<file path="config.mk">
export PLATFORM = sky130hd
export DESIGN_NAME = uart_tx_mmio
export DESIGN_NICKNAME = d
export VERILOG_FILES = /design/src/rtl/uart_tx_mmio.sv
export SDC_FILE = /design/constraint.sdc
export NUM_CORES = 1
export LEC_CHECK = 0
export ABC_AREA = 1
export BUFFER_PORTS_ARGS = -buffer_cell sky130_fd_sc_hd__buf_2
export CAP_MARGIN = 20
export CORE_MARGIN = 2
export CORE_UTILIZATION = 61
export CTS_CLUSTER_SIZE = 25
export DETAILED_ROUTE_END_ITERATION = 8
export PLACE_DENSITY = 0.85
export SLEW_MARGIN = 20
export SYNTH_ARGS = -nofsm -noshare
export SYNTH_HDL_FRONTEND = slang
export SYNTH_SLANG_ARGS = --single-unit
</file>
<file path="constraint.sdc">
create_clock -name clk -period 5.05 [get_ports clk]
set_clock_uncertainty 0.2 [all_clocks]
set_input_delay 0.505 -clock clk [delete_from_list [all_inputs] [get_ports clk]]
set_output_delay 0.505 -clock clk [all_outputs]
set_load 0.005 [all_outputs]
</file>
<file path="src/rtl/uart_tx_mmio.sv">
// Memory-mapped 8N1 UART transmitter with a small TX FIFO and a programmable baud divisor.
// Define UART_PARITY_EN to add an even-parity bit after the data bits.
module uart_tx_mmio #(
   parameter logic [31:0] BASE_ADDR   = 32'h0001_0000,
   parameter int          FIFO_DEPTH  = 4,
   parameter logic [15:0] DEFAULT_DIV = 16'd868
) (
   input  logic        clk,
   input  logic        reset,
   input  logic        write_en,
   input  logic [31:0] addr,
   input  logic [31:0] write_data,
   output logic [31:0] read_data,
   output logic        hit,
   output logic        tx
);

   localparam int AW = $clog2(FIFO_DEPTH);

`ifdef UART_PARITY_EN
   localparam logic PARITY_FEATURE = 1'b1;
`else
   localparam logic PARITY_FEATURE = 1'b0;
`endif

   typedef enum logic [2:0] {IDLE, START, DATA, PARITY, STOP} state_t;

   state_t          state;
   logic [7:0]      fifo_mem [FIFO_DEPTH];
   logic [AW-1:0]   wr_ptr, rd_ptr;
   logic [AW:0]     count;
   logic [15:0]     divisor, div_lat, baud_cnt;
   logic [2:0]      bit_cnt;
   logic [7:0]      shreg;
   logic            overflow;
`ifdef UART_PARITY_EN
   logic            par_bit;
`endif

   logic [1:0] offset;
   logic       wr_sel, push_req, push_ok, pop, full, empty, busy, last_baud;

   assign hit       = (addr[31:4] == BASE_ADDR[31:4]);
   assign offset    = addr[3:2];
   assign wr_sel    = write_en && hit;
   assign push_req  = wr_sel && (offset == 2'd0);
   assign full      = (count == (AW+1)'(FIFO_DEPTH));
   assign empty     = (count == '0);
   assign busy      = (state != IDLE);
   assign last_baud = (baud_cnt == 16'd0);
   // A pop frees a slot on the same edge, so a push into a full FIFO still lands then.
   assign pop       = !empty && ((state == IDLE) || (state == STOP && last_baud));
   assign push_ok   = push_req && (!full || pop);

   logic unused_bits;
   assign unused_bits = &{1'b0, addr[1:0], write_data[31:16]};

   always_comb begin
      read_data = 32'd0;
      if (hit) begin
         case (offset)
            2'd1:    read_data = {27'd0, PARITY_FEATURE, overflow, busy, empty, full};
            2'd2:    read_data = {16'd0, divisor};
            default: read_data = 32'd0;
         endcase
      end
   end

   always_ff @(posedge clk) begin
      if (push_ok) fifo_mem[wr_ptr] <= write_data[7:0];
   end

   always_ff @(posedge clk) begin
      if (reset) begin
         wr_ptr   <= '0;
         rd_ptr   <= '0;
         count    <= '0;
         overflow <= 1'b0;
         divisor  <= DEFAULT_DIV;
      end else begin
         if (push_ok) wr_ptr <= wr_ptr + 1'b1;
         if (pop)     rd_ptr <= rd_ptr + 1'b1;
         case ({push_ok, pop})
            2'b10:   count <= count + 1'b1;
            2'b01:   count <= count - 1'b1;
            default: count <= count;
         endcase
         if (push_req && !push_ok)
            overflow <= 1'b1;
         else if (wr_sel && offset == 2'd1 && write_data[3])
            overflow <= 1'b0;
         if (wr_sel && offset == 2'd2)
            divisor <= (write_data[15:0] == 16'd0) ? 16'd1 : write_data[15:0];
      end
   end

   always_ff @(posedge clk) begin
      if (reset) begin
         state    <= IDLE;
         tx       <= 1'b1;
         baud_cnt <= 16'd0;
         bit_cnt  <= 3'd0;
         shreg    <= 8'd0;
         div_lat  <= 16'd1;
`ifdef UART_PARITY_EN
         par_bit  <= 1'b0;
`endif
      end else begin
         case (state)
            IDLE: begin
               tx <= 1'b1;
               if (pop) begin
                  shreg    <= fifo_mem[rd_ptr];
                  div_lat  <= divisor;
                  baud_cnt <= divisor - 16'd1;
`ifdef UART_PARITY_EN
                  par_bit  <= ^fifo_mem[rd_ptr];
`endif
                  tx       <= 1'b0;
                  state    <= START;
               end
            end
            START: begin
               if (last_baud) begin
                  baud_cnt <= div_lat - 16'd1;
                  bit_cnt  <= 3'd0;
                  tx       <= shreg[0];
                  state    <= DATA;
               end else begin
                  baud_cnt <= baud_cnt - 16'd1;
               end
            end
            DATA: begin
               if (last_baud) begin
                  baud_cnt <= div_lat - 16'd1;
                  if (bit_cnt == 3'd7) begin
`ifdef UART_PARITY_EN
                     tx    <= par_bit;
                     state <= PARITY;
`else
                     tx    <= 1'b1;
                     state <= STOP;
`endif
                  end else begin
                     bit_cnt <= bit_cnt + 3'd1;
                     shreg   <= {1'b0, shreg[7:1]};
                     tx      <= shreg[1];
                  end
               end else begin
                  baud_cnt <= baud_cnt - 16'd1;
               end
            end
`ifdef UART_PARITY_EN
            PARITY: begin
               if (last_baud) begin
                  baud_cnt <= div_lat - 16'd1;
                  tx       <= 1'b1;
                  state    <= STOP;
               end else begin
                  baud_cnt <= baud_cnt - 16'd1;
               end
            end
`endif
            STOP: begin
               if (last_baud) begin
                  // Back-to-back frames: reload straight into START with no idle bit.
                  if (pop) begin
                     shreg    <= fifo_mem[rd_ptr];
                     div_lat  <= divisor;
                     baud_cnt <= divisor - 16'd1;
`ifdef UART_PARITY_EN
                     par_bit  <= ^fifo_mem[rd_ptr];
`endif
                     tx       <= 1'b0;
                     state    <= START;
                  end else begin
                     tx    <= 1'b1;
                     state <= IDLE;
                  end
               end else begin
                  baud_cnt <= baud_cnt - 16'd1;
               end
            end
            default: begin
               tx    <= 1'b1;
               state <= IDLE;
            end
         endcase
      end
   end

endmodule

</file>
**Word-level counts from Yosys, hierarchy flattened**

Memory sizes are Yosys's and may differ from the RTL's. A register that Yosys moved wholly into a read port is not among the register bits.
Index checks and enable logic that the tools add are counted.

- Word-level logic and storage cells: 107
- Bits in writable memories: 32
- Bits in registers: 71
- Memories: 1
- Output and inout port bits: 34

Memory list:

| name | depth | bits a word | rd ports | clocked after Yosys merged registers in | write ports | line | text |
|---|---|---|---|---|---|---|---|
| fifo_mem | 4 | 8 | 1 | 1 | 1 | 29 | `logic [7:0] fifo_mem [FIFO_DEPTH];` |

- Reduce and logical (&&, ||, !) cells: 32
- Multiplexer cells: 39
- Equal/unequal tests: 16
- Add/sub/neg operators: 8

Operator list:

| cell | count |
|---|---|
| 16-bit two-way mux | 6 |
| 16-bit one-hot mux with 2 select lines | 2 |
| 16-bit one-hot mux with 3 select lines | 1 |
| 16-bit by 1-bit subtractor with 16-bit output, second input constant | 3 |
| 16-bit logical NOT | 2 |
| 32-bit two-way mux | 1 |
| 8-bit two-way mux | 4 |
| 28-bit by 13-bit equality test with 1-bit output, second input constant | 1 |
| 3-bit two-way mux | 8 |
| 8-bit one-hot mux with 3 select lines | 1 |
| 2-bit inequality test, second input constant | 6 |
| 3-bit one-hot mux with 2 select lines | 2 |
| 3-bit one-hot mux with 4 select lines | 1 |
| 1-bit two-way mux | 10 |
| 3-bit equality test, second input constant | 3 |
| 1-bit logical AND | 9 |
| 3-bit nonzero test | 3 |
| 4-bit AND reduction | 2 |
| 2-bit nonzero test | 4 |
| 3-bit by 1-bit adder with 3-bit output, second input constant | 2 |
| 3-bit logical NOT | 2 |
| 5-bit AND reduction | 1 |
| 2-bit by 1-bit adder with 2-bit output, second input constant | 2 |
| 2-bit by 1-bit equality test with 1-bit output, second input constant | 2 |
| other kinds (12) | 17 |

**Depth between registers and ports, before layout**

Gate-level depths: netlist (run 1).

- Depth in word-level cells: 9
- Mapped depth: 15
- Mapped depth without buffers: 15

**Worst setup path after synthesis (run 1)**

Ideal clock, no wire load.

- Kind: input -> register
- From: in addr[12]
- To: mem fifo_mem[0][0] (enable)
- Library setup time: 0.371 ns
- Slack: 2.771 ns
- Buffers on the path: 0
- Data arrival time: 1.709 ns
- Stages: 9
- Cells stage by stage: inv_1 -> nand2_1 -> nor2_1 -> nand2_1 -> nor2_1 -> nand3_1 -> nor2_1 -> nand2_1 -> nor2_1

- Cells in the longest elaborated chain, start to end: 6

RTL lines:

| item | line | text |
|---|---|---|
| start: declaration | 11 | `input logic [31:0] addr,` |
| 28-bit by 13-bit equality test with 1-bit output | 43 | `assign hit = (addr[31:4] == BASE_ADDR[31:4]);` |
| 1-bit logical AND | 45 | `assign wr_sel = write_en && hit;` |
| 1-bit logical AND | 46 | `assign push_req = wr_sel && (offset == 2'd0);` |
| 1-bit logical AND | 53 | `assign push_ok = push_req && (!full \|\| pop);` |
| 1-bit two-way mux | 70 | `if (push_ok) fifo_mem[wr_ptr] <= write_data[7:0];` |
| 1-bit two-way mux (implied by the code) | 70 |  |
| end: declaration | 29 |  |

No other way between the ends.

**Worst setup path after layout (run 1)**

- From: reg baud_cnt[0]
- To: mem fifo_mem[0][1] (enable)

- Cells in the longest elaborated chain, start to end: 8

RTL lines:

| item | line | text |
|---|---|---|
| start: declaration | 32 | `logic [15:0] divisor, div_lat, baud_cnt;` |
| start signal: assignment | 115 | `baud_cnt <= divisor - 16'd1;` |
| start signal: assignment | 125 | `baud_cnt <= div_lat - 16'd1;` |
| start signal: assignment | 130 | `baud_cnt <= baud_cnt - 16'd1;` |
| 16-bit logical NOT | 50 | `assign last_baud = (baud_cnt == 16'd0);` |
| 1-bit logical AND | 52 | `assign pop = !empty && ((state == IDLE) \|\| (state == STOP && last_baud));` |
| 1-bit logical OR | 52 |  |
| 1-bit logical AND | 52 |  |
| 1-bit logical OR | 53 |  |
| 1-bit logical AND | 53 |  |
| 1-bit two-way mux | 70 |  |
| 1-bit two-way mux (implied by the code) | 70 |  |

No other way between the ends.

==> flow_summary.toml, run 1 <==
[synthesis]
ys_seq_area_frac = 0.400
synth_top_cell_by_area = "dfxtp_1"
async_flop_share = 0
syn_area_per_cell_um2 = 7.03
yosys_warnings = 0
synth.cell_area_mm2 = 0.00606
ys_seq_elements = 105
synth_top_area_share = 0.241
synth_edf_count = 32
synth.distinct_cells = 42
ys.flop_type = "dfxtp_1"
synth.top_cells.by_area = "dfxtp_1 24%, edfxtp_1 16%, nand2_1 13%"
synthCells = 862

[setup_path]
r2r_start = "baud_cnt[0]"
critPathKind = "reg2reg"
startpoint = "baud_cnt[0]"
end_kind = "register"
ff2ff_setup_slack_ns = 2.38
start_kind = "register"
worstPathRequired_ns = 4.88
reg2regPathDepth = 10
cp_max_fo = 8
arrival_ns = 2.50
r2r-end = "fifo_mem[0][1]"

[clocking]
cts_hold_buf = 0
postCtsSetupRepairBufs = 0
cts_resized = 0
cts_num_sinks = 105
cts_max_level = 3
clk_latency_ns = 0.38
cts_buffer_depth = 2
root_buffer = "clkbuf_8"
cts_buffers = 9
cts_tree = "built"
clk_pin_slew_worst_paths_ns = 0.11

[route]
first_pass_iters = 7
drt_iter0_drc = 407
wl_um = 14200
drt.antenna.violating_nets = 0
num_vias = 5599
drcViolationCount = 0
vias_per_cell = 5.30
wl_per_cell_um = 13.4

[timing]
finalHoldViolations = 0
period_share = 0.529
drv_slew = 0
rsz0062_at_grt = "no"
maxSlewHeadroom = 0.500
min_period_ns = 2.67
worst-slew-pin-transition_ns = 0.747
finalSetupViolCount = 0
fmax_ghz = 0.374
finalSetupTns_ns = 0

[cells_and_area]
finish.utilization = 0.684
fill_cells = 838
syn_to_final_growth_pct = 9.33
drive_gt1_frac = 0.120
antenna_cells = 0
nets = 999

[power_and_ir_drop]
pwr-share-comb = 0.455
switching_power_w = 0.00141
swShare = 0.453
power-per-cell-area_mw_per_mm2 = 469
clockPowerShare = 0.184
p_leak_nw = 3.01
p_int_w = 0.00170
pwr-share-seq = 0.362
ir_worst_vdd_mv = 0.265

[global_routing]
grt_max_degree = 44
antenna_found_initial = 0
grt_pass1_wl_um = 23100
grt_pass1_vias = 5037
grt_usage = 0.264
grt.overflow.total = 0

[floorplanning]
num_rows = 36
core-area_mm2 = 0.00968
pin_count = 101
dieArea_mm2 = 0.0107
die_y_um = 104
initial_utilization = 0.626
fp.dieW_um = 104

[outcome]
status = "finished, final reports clean"

[place]
dp_hpwl_um = 10200
portBuffers = 66
gp_congestion = 0.896

[hold_path]
holdPathStages = 3
worstHoldStart = "write_data[8]"
min_path_type = "in2reg"
min_to = "divisor[8]"

[run]
cap_violations = 0
## stage by stage
stage                     worst slack [ns]  hold slack, ns  cell area, µm²  total power (W)  std cells
final                                 2.38           0.164            6620          0.00311       1056
after global routing                  2.17           0.172            6620          0.00335       1056
after CTS                             2.35           0.155            6620          0.00308       1056
after detailed placement              2.17           0.242            6410          0.00252       1040
after global placement                2.17           0.236            6410          0.00249       1040
after floorplan                       2.77           0.225            6110          0.00223        877
## critical path: stages, from the launching register on
cell     delay (ns)
dfxtp_1        0.34
inv_1          0.10
ha_1           0.22
nand2_1        0.07
nor2_1         0.13
nand2_2        0.18
nand2_4        0.14
nand2_1        0.10
nand2_1        0.08
nand2_1        0.15
nor2_1         0.62
## how the worst max path moves through the flow
| stage | end | slack, ns | cells after the start |
|---|---|---|---|
| final | fifo_mem[0][1] | 2.38 | 10 |
| after global routing | fifo_mem[1][0] | 2.17 | 10 |
| after CTS | fifo_mem[0][1] | 2.35 | 10 |
| after detailed placement | fifo_mem[0][5] | 2.17 | 10 |
| after global placement | fifo_mem[1][5] | 2.17 | 10 |
| after floorplan | fifo_mem[0][0] | 2.77 | 9 |
## cell type report
type	count	area [µm²]	area share
Timing Repair Buffer	70	360	0.0544
Sequential cell	105	2420	0.366
Multi-Input combinational cell	617	3020	0.457
Inverter	115	434	0.0655
Clock buffer	9	124	0.0187
Tap cell	133	166	0.0251
Clock inverter	7	92.6	0.0140
## state kept, by name, summed over array words and instances, names as in the netlist, 2 cells and up, named ones only
signal,count
state,3
divisor,16
rd_ptr,2
wr_ptr,2
div_lat,16
baud_cnt,16
count,3
shreg,8
fifo_mem,32
bit_cnt,3
## power groups by stage
stage | sequential [W] | clock, W | combinational, W
final | 0.00113 | 0.000571 | 0.00141
after global placement | 0.00114 | 0 | 0.00136
after global routing | 0.00114 | 0.000601 | 0.00160
after CTS | 0.00112 | 0.000572 | 0.00139
after detailed placement | 0.00114 | 0 | 0.00138
after floorplan | 0.00110 | 0 | 0.00113
## routing by layer
layer | share of wire | track usage
met2 | 0.45 | 0.423
met3 | 0.074 | 0.0497
met5 | 0 | 0
met4 | 0.014 | 0.0734
met1 | 0.46 | 0.367
## cells in the final DEF (no fill, tap or decap), types with 3 or more instances in the layout
master,instances
nand4_1,5
nor2_2,6
inv_2,3
nor4_1,4
ha_1,13
a31oi_1,5
a21oi_1,57
nand3_1,63
nor2_1,96
edfxtp_1,32
o211ai_1,7
conb_1,16
o2111ai_1,6
xor2_1,24
clkbuf_8,9
nand2_2,8
nand2_1,208
o21ai_1,4
nor3_1,22
buf_2,66
buf_4,4
a211oi_1,3
inv_6,3
o21ai_0,54
inv_1,110
dfxtp_1,73
## cell families (layout without fill, tap and decap cells)
logic type	after synthesis	count (layout)	synth area share
AO/OA/AOI/OAI	142	142	0.129
XOR/XNOR	26	26	0.0376
adder cells (fa/ha/maj)	14	14	0.0302
buffers and inverters	155	201	0.110
flip-flops	105	105	0.400
other	1	16	0.000619
AND/OR/NAND/NOR	419	419	0.292
## synth_stat cells (6+ instances only)
cell type and count:
o2111ai_1 6, nor3_1 22, dfxtp_1 73, o211ai_1 7, nand3_1 63, o21ai_0 54, nand2_1 208, a21oi_1 57
ha_1 13, edfxtp_1 32, clkbuf_1 16, inv_1 110, buf_4 17, nor2_1 96, nand2_2 8, nor2_2 6
xor2_1 24
Power figures use the tool's default switching activity.
==> inputs of run 2 (changes only) <==
- CORE_UTILIZATION: 61 -> 51
- PLACE_DENSITY: 0.85 -> 0.76
- clock period: 5.05 -> 2.3 ns (I/O delays scaled with it)
==> run 2 against run 1 <==
Effect of this change:
- the flow now finishes with violations (design-rule violations)
- die area up 19%
- sequential power increased by 110%
- design area grew 9.0%
- worst hold slack improved by 0.026 ns
- routed wire length grew 6.6%
- total power grew 140%
- critical path depth rose by 3
- critical endpoint is now count[2]
==> flow_summary.toml, run 2 (same netlist as run 1, synthesis figures left out) <==
[global_routing]
use_met3 = 0.0236
grt_pass1_wl_um = 24600
grt_util_met1 = 0.334
antenna_found_initial = 0
grt_max_degree = 44
grt.overflow.total = 0
top_usage_layer = "met2"
global_route.usage.met2 = 0.392
grt_pass1_vias = 5139
grt_usage = 0.239

[setup_path]
slowest_stage = "fa_2"
critPathMaxStageDelay_ns = 0.39
cp.depth = 13
end_kind = "register"
cp_cell_sequence = "nor2_2 -> nand2_1 -> nor2_1 -> nand2_2 -> nand2_4 -> nand3_2 -> inv_2 -> nand2_4 -> fa_2 -> inv_1 -> nand4_1 -> a21oi_1 -> nor2_1"
arrival_ns = 2.26
reg2regPathDepth = 13
critPathKind = "reg2reg"
crit_buf_inv = 2
crit_family = "simple AND/OR/NAND/NOR gates"
start_kind = "register"
worstPathRequired_ns = 2.35
cp_max_fo = 3

[timing]
finalSetupViolCount = 0
fmax_ghz = 0.452
finalHoldViolations = 0
rsz0062_at_grt = "yes"
min_period_ns = 2.21
finalSetupTns_ns = 0
drv_slew = 0
holdWs_ns = 0.190
period_share = 0.962

[route]
num_vias = 5736
wl_um = 15100
drt_iter0_drc = 362
drcViolationCount = 3
first_pass_iters = 7
drt.antenna.violating_nets = 0
vias_per_cell = 5.12
wl_per_cell_um = 13.5

[run]
cap_violations = 0

[place]
dp.cells = 1087
dp_hpwl_um = 10800
portBuffers = 66
placed_area_mm2 = 0.00670
gp_congestion = 0.868

[hold_path]
min_path_type = "in2reg"
holdPathStages = 3

[cells_and_area]
most-common-layout-cells = "206 x nand2_1, 108 x inv_1, 92 x nor2_1"
instances_no_fill = 1121
drive_gt1_frac = 0.166
antenna_cells = 0
fin_area_mm2 = 0.00722
final_common_cell = "nand2_1"
largest_reg_flops = 32
regMostFlops = "fifo_mem"
nets = 1054
syn_to_final_growth_pct = 19.2

[clocking]
cts_buffer_depth = 2
root_buffer = "clkbuf_16"
clk_pin_slew_worst_paths_ns = 0.08
cts_tree = "built"
cts_num_sinks = 105
cts_buffers = 9
clk_latency_ns = 0.35
cts_max_level = 3

[floorplanning]
initial_utilization = 0.526
pin_count = 101
dieArea_mm2 = 0.0128
core-area_mm2 = 0.0115
die_y_um = 113
fp.dieW_um = 113
num_rows = 39

[outcome]
status = "finished, violations left"
violations = "design-rule violations"

[power_and_ir_drop]
finalPower_w = 0.00753
ir_worst_vdd_mv = 0.445
power-per-cell-area_mw_per_mm2 = 1040
p_leak_nw = 3.31
## run 2: power breakdown
group	switching [W]	leakage (nW)	internal, W
logic	0.00230	2.28	0.00129
clock network	0.000768	0.144	0.000772
registers	0.000206	0.886	0.00219
total	0.00328	3.31	0.00425
## run 2: worst min-delay path, stage by stage
cell and delay, ns:
buf_2 0.10, buf_4 0.24, nor2_1 0.13
## run 2: cell type report
cell class / count / area [µm²]
Sequential cell: 105 / 2420
Clock inverter: 7 / 72.6
Tap cell: 143 / 179
Fill cell: 1019 / 4290
Timing Repair Buffer: 125 / 817
Clock buffer: 9 / 225
Multi-Input combinational cell: 617 / 3070
Inverter: 115 / 434
## run 2: timing repair
item | in CTS | in global routing
endpoints found under the setup margin | 1 | 32
pin swaps | 2 | 7
hold buffers | 16 | 0
resized for setup | 2 | 15
setup buffers | 0 | 2
hold endpoints to repair | 41 | 0
## run 2: worst paths after layout
kind,from,endpoint,slack [ns]
min reg2reg,shreg[0],shreg[0],0.27
max reg2reg,baud_cnt[8],count[2],0.09
min,reset,state[0],0.19
max,baud_cnt[8],count[2],0.09
## run 2: through the flow
| stage | utilization | setup slack, ns |
|---|---|---|
| after detailed placement | 0.582 | 0.000399 |
| after CTS | 0.622 | 0.0272 |
| after global placement | 0.582 | 0.0753 |
| final | 0.627 | 0.0882 |
| after floorplan | - | 0.0350 |
| after global routing | 0.627 | -0.0316 |
## run 2: layer usage
layer	routed length (µm)	up-vias
li1	-	2989
met1	7090	2547
met2	6920	183
met3	852	17
met4	245	0
met5	0	-
==> inputs of run 3 (changes only) <==
- CORE_UTILIZATION: 51 -> 60
- PLACE_DENSITY: 0.76 -> 0.85
- clock period: 2.3 -> 2.75 ns (I/O delays scaled with it)
==> run 3 against run 2 <==
Effect of this change:
- the flow now finishes without violations
- sequential share of layout area up 1.7 points
- die area shrank 14%
- clock power down 34%
- cell count fell by 3.4%
- largest power group unchanged
==> flow_summary.toml, run 3 (same netlist as run 1, synthesis figures left out) <==
[global_routing]
antenna_found_initial = 0
grt_pass1_vias = 5294
grt_usage = 0.277
grt_max_degree = 38
grt.overflow.total = 0
grt_pass1_wl_um = 24500

[outcome]
status = "finished, final reports clean"

[route]
drt_iter0_drc = 474
first_pass_iters = 6
wl_um = 14800
vias_per_cell = 5.34
drt.antenna.violating_nets = 0
drcViolationCount = 0
wl_per_cell_um = 13.7
num_vias = 5785

[timing]
drv_slew = 0
period_share = 0.868
maxSlewHeadroom = 0.528
worst_slack_ns = 0.363
worst-slew-pin-transition_ns = 0.707
fmax_ghz = 0.419
finalSetupViolCount = 0
rsz0062_at_grt = "no"
min_period_ns = 2.39
finalSetupTns_ns = 0
finalHoldViolations = 0

[setup_path]
critPathKind = "reg2reg"
start_kind = "register"
worstPathRequired_ns = 2.85
slowest_stage = "fa_1"
arrival_ns = 2.49
end_kind = "register"
cp_cell_sequence = "inv_1 -> ha_1 -> nand2_1 -> nor2_1 -> nand2_2 -> nand2_4 -> nand3_2 -> inv_2 -> nand2_1 -> fa_1 -> inv_1 -> nand4_1 -> a21oi_1 -> nor2_1"
cp_max_fo = 5
critPathMaxStageDelay_ns = 0.39

[floorplanning]
dieArea_mm2 = 0.0109
fp.dieW_um = 104
die_y_um = 104
num_rows = 36
pin_count = 101
core-area_mm2 = 0.00977
initial_utilization = 0.620

[cells_and_area]
nets = 1026
drive_gt1_frac = 0.128
syn_to_final_growth_pct = 13.4
most-common-layout-cells = "208 x nand2_1, 110 x inv_1, 96 x nor2_1"
regArea_mm2 = 0.00242
fill_cells = 812
multi_input_area_mm2 = 0.00302
finish.utilization = 0.703
instances_no_fill = 1083
regMostFlops = "fifo_mem"
antenna_cells = 0
largest_reg_flops = 32
final_common_cell = "nand2_1"

[clocking]
cts_buffers = 9
cts_resized = 0
clk_latency_ns = 0.40
cts_buffer_depth = 2
cts_tree = "built"
clk_pin_slew_worst_paths_ns = 0.11
cts_num_sinks = 105
cts_max_level = 3
postCtsSetupRepairBufs = 0
cts_hold_buf = 16
root_buffer = "clkbuf_8"

[place]
dp.cells = 1051
gp_congestion = 0.896
portBuffers = 66
dp_hpwl_um = 10300
preCtsSetupSlack_ns = 0.387

[power_and_ir_drop]
ir_worst_vdd_mv = 0.413
pwr-share-comb = 0.468
switching_power_w = 0.00266
swShare = 0.463
p_int_w = 0.00309
p_leak_nw = 3.13
power-per-cell-area_mw_per_mm2 = 836
pwr-share-seq = 0.356
clockPowerShare = 0.176

[run]
cap_violations = 0

[hold_path]
min_path_type = "in2reg"
run 3: cell count changes in the layout (fill, tap and decap cells not counted), sizes merged:
cell | previous run | this run
buf | 109 | 81
clkinv | 2 | 3
clkinvlp | 1 | 0
run 3: metal layers:
layer	wire [µm]	track usage	share of wire
met5	0	0	0
met2	6550	0.442	0.44
met4	364	0.0985	0.025
met3	1390	0.0526	0.094
met1	6530	0.377	0.44
run 3: worst paths after layout:
| kind | startpoint | end | slack [ns] | depth (start not counted) |
|---|---|---|---|---|
| setup / recovery | baud_cnt[0] | count[2] | 0.36 | 14 |
| hold / removal | reset | tx | 0.18 | 3 |
| setup reg to reg | baud_cnt[0] | count[2] | 0.36 | 14 |
| hold reg to reg | shreg[0] | shreg[0] | 0.25 | 2 |
run 3: cell type report:
cell class / count / share of cell area
clock buffer: 9 / 0.0180
multi-input combinational: 617 / 0.440
sequential: 105 / 0.353
inverter: 115 / 0.0632
timing repair buffer: 97 / 0.0896
tap: 133 / 0.0242
clock inverter: 7 / 0.0122
run 3: power by group through the flow:
stage | combinational, W | clock (W) | sequential [W]
floorplan | 0.00207 | 0 | 0.00201
global placement | 0.00254 | 0 | 0.00206
detailed placement | 0.00258 | 0 | 0.00207
CTS | 0.00263 | 0.00101 | 0.00204
global route | 0.00302 | 0.00107 | 0.00208
finish | 0.00269 | 0.00101 | 0.00204
run 3: worst max-delay path, delay by kind of cell (launching register included):
kind,cells,cell delay (ns)
AND/OR/NAND/NOR,8,0.73
adder cells (fa/ha/maj),2,0.61
flip-flops,1,0.34
buffers and inverters,3,0.25
AO/OA/AOI/OAI,1,0.15
run 3: through the flow:
step                area, µm²  power [W]  hold slack [ns]
global route             6870    0.00617            0.191
floorplan                6110    0.00409            0.174
detailed placement       6500    0.00465            0.241
finish                   6870    0.00574            0.176
global placement         6500    0.00460            0.237
CTS                      6870    0.00568            0.179
